===== config.mk =====
export PLATFORM = sky130hd
export DESIGN_NAME = register_reader_serial
export DESIGN_NICKNAME = d
export VERILOG_FILES = /design/src/rtl/register_reader_serial.sv
export SDC_FILE = /design/constraint.sdc
export NUM_CORES = 1
export LEC_CHECK = 0
export ABC_AREA = 1
export CAP_MARGIN = 20
export CORE_ASPECT_RATIO = 1.1
export CORE_MARGIN = 3
export CORE_UTILIZATION = 45
export DETAILED_ROUTE_END_ITERATION = 8
export GPL_ROUTABILITY_DRIVEN = 1
export PLACE_DENSITY = 0.71
export SYNTH_ARGS = -nofsm -noshare
export SYNTH_HDL_FRONTEND = slang
export SYNTH_SLANG_ARGS = --single-unit

===== constraint.sdc =====
create_clock -name clk -period 3.1 [get_ports clk]
set_input_delay 0.31 -clock clk [delete_from_list [all_inputs] [get_ports clk]]
set_output_delay 0.31 -clock clk [all_outputs]
set_load 0.1 [all_outputs]

===== src/rtl/register_reader_serial.sv =====
// register_reader_serial
// Captures a parallel word on a load handshake and streams it out one bit
// per accepted transfer over a valid/ready serial interface. MSB first by
// default, LSB first when LSB_FIRST=1. All outputs decode from registers.
module register_reader_serial #(
    parameter int WIDTH     = 32,
    parameter bit LSB_FIRST = 1'b0
) (
    input  logic             clk,
    input  logic             clear_n,
    input  logic             load_valid,
    output logic             load_ready,
    input  logic [WIDTH-1:0] input_val,
    output logic             ser_data,
    output logic             ser_valid,
    input  logic             ser_ready,
    output logic             ser_last,
    output logic             busy
);
    localparam int CNT_W = $clog2(WIDTH);
    localparam logic [CNT_W-1:0] LAST_IDX = CNT_W'(WIDTH - 1);

    typedef enum logic {
        ST_IDLE  = 1'b0,
        ST_SHIFT = 1'b1
    } state_t;

    state_t             state_q, state_d;
    logic [WIDTH-1:0]   shreg_q, shreg_d;
    logic [CNT_W-1:0]   cnt_q, cnt_d;
    logic               xfer;

    // Outputs are decoded purely from registered state, never from inputs.
    always_comb begin
        load_ready = (state_q == ST_IDLE);
        ser_valid  = (state_q == ST_SHIFT);
        busy       = (state_q == ST_SHIFT);
        ser_last   = (state_q == ST_SHIFT) && (cnt_q == LAST_IDX);
        ser_data   = LSB_FIRST ? shreg_q[0] : shreg_q[WIDTH-1];
    end

    assign xfer = ser_valid & ser_ready;

    // Next-state logic: load in IDLE, shift one place per accepted bit in SHIFT.
    always_comb begin
        state_d = state_q;
        shreg_d = shreg_q;
        cnt_d   = cnt_q;
        case (state_q)
            ST_IDLE: begin
                if (load_valid) begin
                    shreg_d = input_val;
                    cnt_d   = '0;
                    state_d = ST_SHIFT;
                end
            end
            ST_SHIFT: begin
                if (xfer) begin
                    // Zero fill toward the output end; a finished word leaves zeros behind.
                    shreg_d = LSB_FIRST ? (shreg_q >> 1) : (shreg_q << 1);
                    if (ser_last) begin
                        // Park the counter at 0 instead of letting it wrap past WIDTH-1.
                        cnt_d   = '0;
                        state_d = ST_IDLE;
                    end else begin
                        cnt_d = cnt_q + CNT_W'(1);
                    end
                end
            end
        endcase
    end

    // State, shift register and bit counter; clear_n aborts any word in flight.
    always_ff @(posedge clk or negedge clear_n) begin
        if (!clear_n) begin
            state_q <= ST_IDLE;
            shreg_q <= '0;
            cnt_q   <= '0;
        end else begin
            state_q <= state_d;
            shreg_q <= shreg_d;
            cnt_q   <= cnt_d;
        end
    end

endmodule

## Yosys cells after proc, flatten, opt, wreduce, memory -nomap -nowiden

Index checks and enable logic that the tools add are counted.

| storage, ports and cells | value |
|---|---|
| bits in registers | 38 |
| input bits | 36 |
| output and inout bits | 5 |
| logic and storage cells | 22 |

| operators by class | value |
|---|---|
| $add $sub $neg | 1 |
| equal/unequal tests | 3 |
| mux-type cells | 11 |
| bitwise operators | 2 |
| reductions and logical operators | 2 |

Operators by type and width:

| kind | number |
|---|---|
| $mux 32 | 2 |
| $pmux 32 s2 | 1 |
| $mux 5 | 3 |
| $pmux 5 s2 | 1 |
| $add 5x1->5 const B | 1 |
| $eq 5x5->1 const B | 1 |
| $mux 1 | 3 |
| $ne 2x1->1 const B | 1 |
| $ne 2x2->1 const B | 1 |
| $pmux 1 s2 | 1 |
| $reduce_and 2->1 | 1 |
| $and 1x1->1 | 1 |
| $logic_and 1x1->1 | 1 |
| $not 1->1 | 1 |

## Logic depth before layout (Yosys ltp)

Gate-level depths: netlist of the first run.

| depth | value |
|---|---|
| depth after elaboration | 5 |
| mapped depth | 7 |
| depth with buffers taken out | 7 |

## Worst setup path before layout of the first run

Ideal clock, no wire load.

| timing | value |
|---|---|
| path type | reg-to-output |
| start point | register state_q, in the netlist busy |
| end point | output ser_last |
| arrival | 2.062 ns |
| required time | 2.790 ns |
| setup slack | 0.728 ns |
| cell stages (with the launch flop) | 5 |
| buffers on the path | 2 |
| path through | dfrtp_1 -> buf_4 -> buf_2 -> nand2_1 -> inv_1 |

| between the ends | value |
|---|---|
| cells in the longest elaborated chain, start to end | 1 |

RTL lines:

| element | line | source |
|---|---|---|
| from (decl) | 28 | `state_t state_q, state_d;` |
| from (signal assigned) | 80 | `state_q <= state_d;` |
| $logic_and 1x1->1 | 38 | `ser_last = (state_q == ST_SHIFT) && (cnt_q == LAST_IDX);` |
| to (decl) | 17 | `output logic ser_last,` |

No other way between the ends.

## Worst setup path in the final report of the first run

| timing | value |
|---|---|
| start point | register shreg_q[31] |
| end point | output ser_data |

RTL lines:

| element | line | source |
|---|---|---|
| from (decl) | 29 | `logic [WIDTH-1:0] shreg_q, shreg_d;` |
| from (signal assigned) | 81 | `shreg_q <= shreg_d;` |
| to (decl) | 14 | `output logic ser_data,` |

No word-level cell between the ends.

==> results.toml, run 1 <==
[die]
rows = 25
start_util_pct = 47.2
num_io_pins = 41
die_h_um = 76.8
coreArea_mm2 = 0.00435
die-area_mm2 = 0.00541
die_x_um = 70.4

[worst_setup_path]
cp.buffers_inverters = 1
path_class = "reg2out"
crit_arrival_ps = 1780
required_ps = 2790
crit_path_max_fanout = 2
crit_path_max_incr_delay_ps = 1130
cp-start-kind = "flip-flop"
crit_family = "buffers and inverters"
cp_slowest_cell = "clkdlybuf4s50_1"
crit_chain = "clkdlybuf4s50_1"
cp-end-kind = "output port"

[synthesis]
synth_area_leaders = "dfrtp_1, nand2_1, nand3_1"
yosys.area.top_type = "dfrtp_1"
synth-seq-cells = 38
synth_area_mm2 = 0.00205
synth.distinct_cells = 18
synth_top_area_share_pct = 46.3
syn-num-nets = 316
yosysWarnings = 0
syn_area_per_cell_um2 = 7.38
netlist_instances = 278
synth_seq_area_share_pct = 46.3

[outcome]
status = "complete, no violations"

[placement]
dpl.hpwl_um = 2630
io_buffers = 40
place_congestion = 0.749

[power_and_ir_drop]
leakage_nw = 1.36
power.density_mw_per_mm2 = 569
total_power_w = 0.00141
max-vdd-ir-drop_mv = 0.414

[sta]
fin_crit_sh_pct = 67.3
hold_viol = 0
fmax_ghz = 0.479
tns_ps = 0
rsz0062_at_grt = "no"
setup_viol = 0
maxSlewHeadroom_pct = 35.7
report.final.slew_viol_count = 0
fin_skew_ps = 4.20
min_period_ps = 2090
worst_slew_pin_slew_ps = 962

[routing]
first_pass_iters = 4
wl_um = 4200
wire_per_inst_um = 11.6
viasPerCell = 4.90
drc = 0
num_vias = 1780
drtIter0Drc = 140
ant_nets = 0

[global_routing]
grt_start_max_net_pins = 40
grt_usage_pct = 16.8
grt_first_pass_wirelength_um = 7470
grt_pass1_vias = 1722
antenna_found_initial = 0
grt_overflow = 0

[cts]
postCtsHoldBufs = 0
clk_latency_ps = 290
cts_tree = "built"
clkSinkCount = 38
cts_made_buffers = 5
ctsRootBufferMaster = "clkbuf_8"
cts_max_path_buffers = 2
cts_resized = 0
cts_max_level = 2
post_cts_buffers = 0
cts.clk_slew.worst_paths_ps = 70

[hold_path]
hold_path_class = "in2async"

[cells_and_area]
syn_to_final_growth_pct = 20.6
num-nets-final = 346
final_cell_mix = "nand2_1, nand3_1, dfrtp_1"
drive_gt1_share_pct = 6.47
n_antenna_cell = 0
layout_commonest_cell = "nand2_1"

[run]
cap_viol_max_count = 0
worst reg2reg max path: stages (launching register included):
cell     delay, ps
dfrtp_1        800
inv_4          310
nand2_8        300
nand2_4        270
nand2_1        160
nand2_1         60
layer usage:
metal	GRT usage, %	vias to the layer above	wire (um)
li1	-	922	-
met1	21.4	813	1950
met4	5.94	0	59
met5	0	-	0
met2	27.4	38	1970
met3	4.06	7	212
cells in the mapped netlist (all sizes together):
cell / count
a21oi: 1
buf: 18
dfrtp: 38
ha: 2
inv: 6
nand2: 167
nand3: 39
nand4: 1
nor2: 3
o21ai: 1
o22ai: 1
xnor2: 1
cell families (layout without fill, tap and decap cells):
family,after synthesis,in the layout,share of synthesized area [%]
AOI/OAI and AO/OA,3,3,1.10
xor gates and xnor gates,1,1,0.427
adders and majority gates,2,2,1.22
buffers and inverters,24,55,8.35
DFF,38,38,46.3
and+or+nand+nor,210,210,42.6
stage by stage:
stage | hold WS, ps | setup slack, ps | instance area [um^2] | std cells | utilization, %
floorplan | 14.4 | 728 | 2050 | 278 | -
finish | 117 | 1010 | 2470 | 363 | 56.9
CTS | 155 | 1000 | 2470 | 363 | 56.9
global route | 179 | 879 | 2470 | 363 | 56.9
detailed placement | 475 | 1070 | 2370 | 355 | 54.4
global placement | 468 | 1130 | 2370 | 355 | 54.4
report_power, final:
| group | switching (W) | internal, W |
|---|---|---|
| Clock | 0.000179 | 0.000237 |
| Combinational | 0.000184 | 0.000143 |
| Sequential | 0.0000688 | 0.000596 |
| Total | 0.000432 | 0.000977 |
registers in the layout, indices dropped and copies added (netlist names):
signal / flops
shreg_q: 32
cnt_q: 5
busy: 1
area by class of cell:
type	instances	area [um^2]
flip-flops and latches	38	951
inverters	6	25.0
well taps	54	67.6
clock buffers	5	68.8
multi-input cells	216	930
clock inverters	3	40.0
fillers	427	1870
repair buffers	41	393
worst paths after layout:
check | start | end | slack (ps) | cells after the start
max in group asynchronous | clear_n | shreg_q[22] | 2450 | 1
min in group clk | shreg_q[0] | shreg_q[0] | 500 | 2
min | clear_n | cnt_q[1] | 120 | 1
max | shreg_q[31] | ser_data | 1010 | 1
max reg2reg | busy | shreg_q[27] | 1090 | 5
min reg2reg | shreg_q[0] | shreg_q[0] | 500 | 2
No activity file was read; power rests on OpenSTA's default activity.
==> run 2, diff against run 1 <==
==> constraint.sdc (replaced) <==
create_clock -name clk -period 2 [get_ports clk]
set_input_delay 0.2 -clock clk [delete_from_list [all_inputs] [get_ports clk]]
set_output_delay 0.2 -clock clk [all_outputs]
set_load 0.1 [all_outputs]
==> results.toml, run 2 (synthesis gave the netlist of run 1 again) <==
[outcome]
status = "complete, no violations"

[cts]
cts_max_level = 2
ctsRootBufferMaster = "clkbuf_8"
postCtsHoldBufs = 1
cts.clk_slew.worst_paths_ps = 70
cts_max_path_buffers = 2
cts_resized = 0
clk_latency_ps = 290
cts_tree = "built"
post_cts_buffers = 0
clkSinkCount = 38
cts_made_buffers = 5

[routing]
ant_nets = 0
wire_per_inst_um = 11.5
drc = 0
wl_um = 4220
num_vias = 1766
first_pass_iters = 4
drtIter0Drc = 81
viasPerCell = 4.80

[cells_and_area]
regMostFlops = "shreg_q"
num-nets-final = 351
n_antenna_cell = 0
syn_to_final_growth_pct = 24.7
layout_commonest_cell = "nand2_1"
largest_reg_flops = 32
n_fill_cell = 407
seq_area_um2 = 952
drive_gt1_share_pct = 7.96
stdcell_count = 368
multi_input_area_um2 = 930
final_cell_mix = "nand2_1, nand3_1, dfrtp_1"

[worst_setup_path]
crit_path_end = "ser_last"
crit_path_max_fanout = 5
required_ps = 1800
rr_worst_depth = 5
reg2reg_setup_slack_ps = 420
startpoint = "cnt_q[0]"
crit_arrival_ps = 1640
r2r-start = "busy"
cp-end-kind = "output port"
path_class = "reg2out"
cp-start-kind = "flip-flop"
reg2reg_to = "shreg_q[3]"

[power_and_ir_drop]
max-vdd-ir-drop_mv = 0.502
p_int_w = 0.00144
leakage_nw = 1.40
power.density_mw_per_mm2 = 817
sequentialPowerShare_pct = 49.2
power.switching_w = 0.000654
p_comb_share_pct = 24.9
pwr-share-clk_pct = 25.9
swShare_pct = 31.3

[sta]
setup_viol = 0
rsz0062_at_grt = "no"
fin_crit_sh_pct = 92.1
maxSlewHeadroom_pct = 71.7
report.final.slew_viol_count = 0
worst_slew_pin_slew_ps = 425
min_period_ps = 1840
tns_ps = 0
fmax_ghz = 0.543
fin_skew_ps = 4.70
hold_viol = 0
timing.hold.ws_ps = 376

[die]
die_x_um = 70.4
die_h_um = 76.8
start_util_pct = 47.2
rows = 25
die-area_mm2 = 0.00541
coreArea_mm2 = 0.00435
num_io_pins = 41

[global_routing]
grt_usage_pct = 16.8
grt_first_pass_wirelength_um = 7430
grt_pass1_vias = 1702
grt_overflow = 0
grt_start_max_net_pins = 38
antenna_found_initial = 0

[placement]
place_congestion = 0.734
placed_cells = 359
dpl.hpwl_um = 2820
io_buffers = 40

[hold_path]
hold_path_class = "in2async"

[run]
cap_viol_max_count = 0
[run 2: cell count changes in the layout (fill, tap and decap cells not counted), sizes merged]
cell / delta
buf: +5
clkdlybuf4s50: -1
bufinv: -1
clkinv: -1
dlygate4sd3: +1
clkbuf: +2
[run 2: power groups by stage]
stage	clock network [W]	registers [W]	logic, W
after floorplan	0	0.00106	0.000342
after global placement	0	0.00104	0.000515
after detailed placement	0	0.00104	0.000528
after CTS	0.000561	0.00103	0.000531
after global routing	0.000593	0.00105	0.000601
final	0.000541	0.00103	0.000521
[run 2: stage by stage]
stage	total power, W	instance area (um^2)	worst slack [ps]	util (%)
finish	0.00209	2560	157	58.8
global route	0.00225	2560	21.0	58.8
CTS	0.00212	2560	134	58.8
detailed placement	0.00157	2460	369	56.5
global placement	0.00155	2460	381	56.5
floorplan	0.00140	2050	33.4	-
[run 2: worst min-delay path by stage]
stage	to	slack, ps
CTS	cnt_q[0]	380
finish	cnt_q[0]	380
global placement	cnt_q[1]	160
global route	cnt_q[0]	410
detailed placement	cnt_q[1]	160
floorplan	busy	-100
[run 2: per-layer routing]
metal | vias to the layer above | track usage [%] | part of all wire, %
met3 | 5 | 4.46 | 5.7
met1 | 786 | 21.8 | 48
met4 | 0 | 5.75 | 1.5
li1 | 934 | - | -
met2 | 41 | 27.1 | 45
met5 | - | 0 | 0
[run 2: worst max-delay path: stages (launching register included)]
cell and delay, ps:
dfrtp_1 420, ha_1 210, nand2_1 60, nor2_1 100
ha_1 220, nand2_1 70, inv_1 110, buf_12 180
[run 2: cell type report]
cell class / instances / share of cell area (%)
multi-input cells: 216 / 36.3
clock buffers: 7 / 3.37
repair buffers: 46 / 19.3
inverters: 6 / 0.978
well taps: 54 / 2.64
clock inverters: 1 / 0.196
flip-flops and latches: 38 / 37.2
==> run 3, diff against run 2 <==
--- a/config.mk
+++ b/config.mk
@@ -11,8 +11,9 @@
 export CORE_MARGIN = 3
 export CORE_UTILIZATION = 45
 export DETAILED_ROUTE_END_ITERATION = 8
-export GPL_ROUTABILITY_DRIVEN = 1
 export PLACE_DENSITY = 0.71
+export REMOVE_ABC_BUFFERS = 1
+export SLEW_MARGIN = 40
 export SYNTH_ARGS = -nofsm -noshare
 export SYNTH_HDL_FRONTEND = slang
 export SYNTH_SLANG_ARGS = --single-unit
==> results.toml, run 3 (synthesis gave the netlist of run 1 again) <==
[cells_and_area]
postLayoutCellArea_mm2 = 0.00252
drive_gt1_share_pct = 6.43
multi_input_area_um2 = 930
num-nets-final = 349
final_cell_mix = "nand2_1, nand3_1, dfrtp_1"
syn_to_final_growth_pct = 22.7
n_antenna_cell = 0
layout_commonest_cell = "nand2_1"
largest_reg_flops = 32
seq_area_um2 = 951
n_fill_cell = 419
regMostFlops = "shreg_q"
fin_util_pct = 57.9

[worst_setup_path]
path_class = "reg2out"
cp-end-kind = "output port"
rr_worst_depth = 5
crit_path_max_fanout = 5
reg2reg_to = "shreg_q[19]"
cp-start-kind = "flip-flop"
r2r-start = "busy"
required_ps = 1800
crit_arrival_ps = 1650
reg2reg_setup_slack_ps = 420

[power_and_ir_drop]
p_comb_share_pct = 25.4
max-vdd-ir-drop_mv = 0.435
total_power_w = 0.00204
swShare_pct = 31.6
leakage_nw = 1.38
power.switching_w = 0.000646
pwr-share-clk_pct = 24.2
sequentialPowerShare_pct = 50.4
power.density_mw_per_mm2 = 811
p_int_w = 0.00140

[die]
num_io_pins = 41
start_util_pct = 47.2
die_h_um = 76.8
die_x_um = 70.4
coreArea_mm2 = 0.00435
die-area_mm2 = 0.00541
rows = 25

[cts]
cts_max_path_buffers = 2
post_cts_buffers = 0
ctsRootBufferMaster = "clkbuf_8"
cts_made_buffers = 5
cts_tree = "built"
cts_max_level = 2
clkSinkCount = 38
clk_latency_ps = 280
cts.clk_slew.worst_paths_ps = 70

[outcome]
status = "complete, no violations"

[placement]
io_buffers = 40
place_congestion = 0.762
dpl.hpwl_um = 2750
dpl_cell_area_mm2 = 0.00243

[sta]
report.final.slew_viol_count = 0
fin_crit_sh_pct = 92.6
fmax_ghz = 0.540
min_period_ps = 1850
rsz0062_at_grt = "no"
maxSlewHeadroom_pct = 67.1
fin_skew_ps = 4.13
worst_slew_pin_slew_ps = 494
hold_viol = 0
setup_viol = 0

[global_routing]
antenna_found_initial = 0
grt_pass1_vias = 1691
grt_overflow = 0
grt_start_max_net_pins = 39
grt_usage_pct = 17.3
grt_first_pass_wirelength_um = 7670

[routing]
drc = 0
drtIter0Drc = 154
first_pass_iters = 4
viasPerCell = 4.94
wl_um = 4360
wire_per_inst_um = 11.9
ant_nets = 0
num_vias = 1802

[hold_path]
hold_path_class = "in2async"

[run]
cap_viol_max_count = 0
## run 3: cell count changes in the layout (fill, tap and decap cells not counted)
cell      previous run  this run
dfrtp_2              1         0
clkinv_2             1         0
clkbuf_8             6         5
dfrtp_1             37        38
buf_2                1         0
buf_12               5         4
clkbuf_1             1         2
## run 3: critical path, cell delays in order, from the launching register on
cell and delay [ps]:
dfrtp_1 420, ha_1 210, nand2_1 60, nor2_1 100, ha_1 220, nand2_1 70
inv_1 110, buf_12 180
## run 3: routing by layer
metal | vias up | global-route usage [%] | part of all wire [%]
met1 | 825 | 22.5 | 48
met5 | - | 0 | 0
li1 | 930 | - | -
met4 | 0 | 5.56 | 1.2
met2 | 42 | 27.8 | 45
met3 | 5 | 4.59 | 6.0
## run 3: metrics by stage
stage | hold WS, ps | std cells | setup slack, ps | setup TNS (ps)
2_1_floorplan | -95.6 | 260 | -1710 | -65640
3_3_place_gp | 354 | 357 | 389 | 0
3_5_place_dp | 200 | 357 | 353 | 0
4_1_cts | 427 | 365 | 129 | 0
5_1_grt | 462 | 365 | 30.1 | 0
6_report | 414 | 365 | 148 | 0
## run 3: power groups by stage
stage	logic [W]	registers, W	clock network [W]
finish	0.000519	0.00103	0.000493
CTS	0.000529	0.00103	0.000507
global route	0.000596	0.00105	0.000539
floorplan	0.000306	0.00107	0
global placement	0.000508	0.00103	0
detailed placement	0.000525	0.00104	0
## run 3: worst max path at each step
stage                        to        from  depth (start not counted)  slack, ps
floorplan           shreg_q[10]        busy                          5      -1710
global placement       cnt_q[0]  load_valid                          4        390
detailed placement     cnt_q[0]  load_valid                          4        350
CTS                    ser_last    cnt_q[0]                          7        130
global route           ser_last    cnt_q[0]                          7         30
finish                 ser_last    cnt_q[0]                          7        150
## run 3: timing repair
| action | 4_1_cts | 5_1_grt |
|---|---|---|
| resized for setup | 0 | 0 |
| hold endpoints to repair | 38 | 0 |
| hold buffers | 1 | 0 |
## run 3: final cells by class
class / count / area share, %
clock buffer: 7 / 3.03
inverter: 6 / 0.994
multi-input combinational: 216 / 36.9
sequential: 38 / 37.8
tap: 54 / 2.68
timing repair buffer: 44 / 18.6
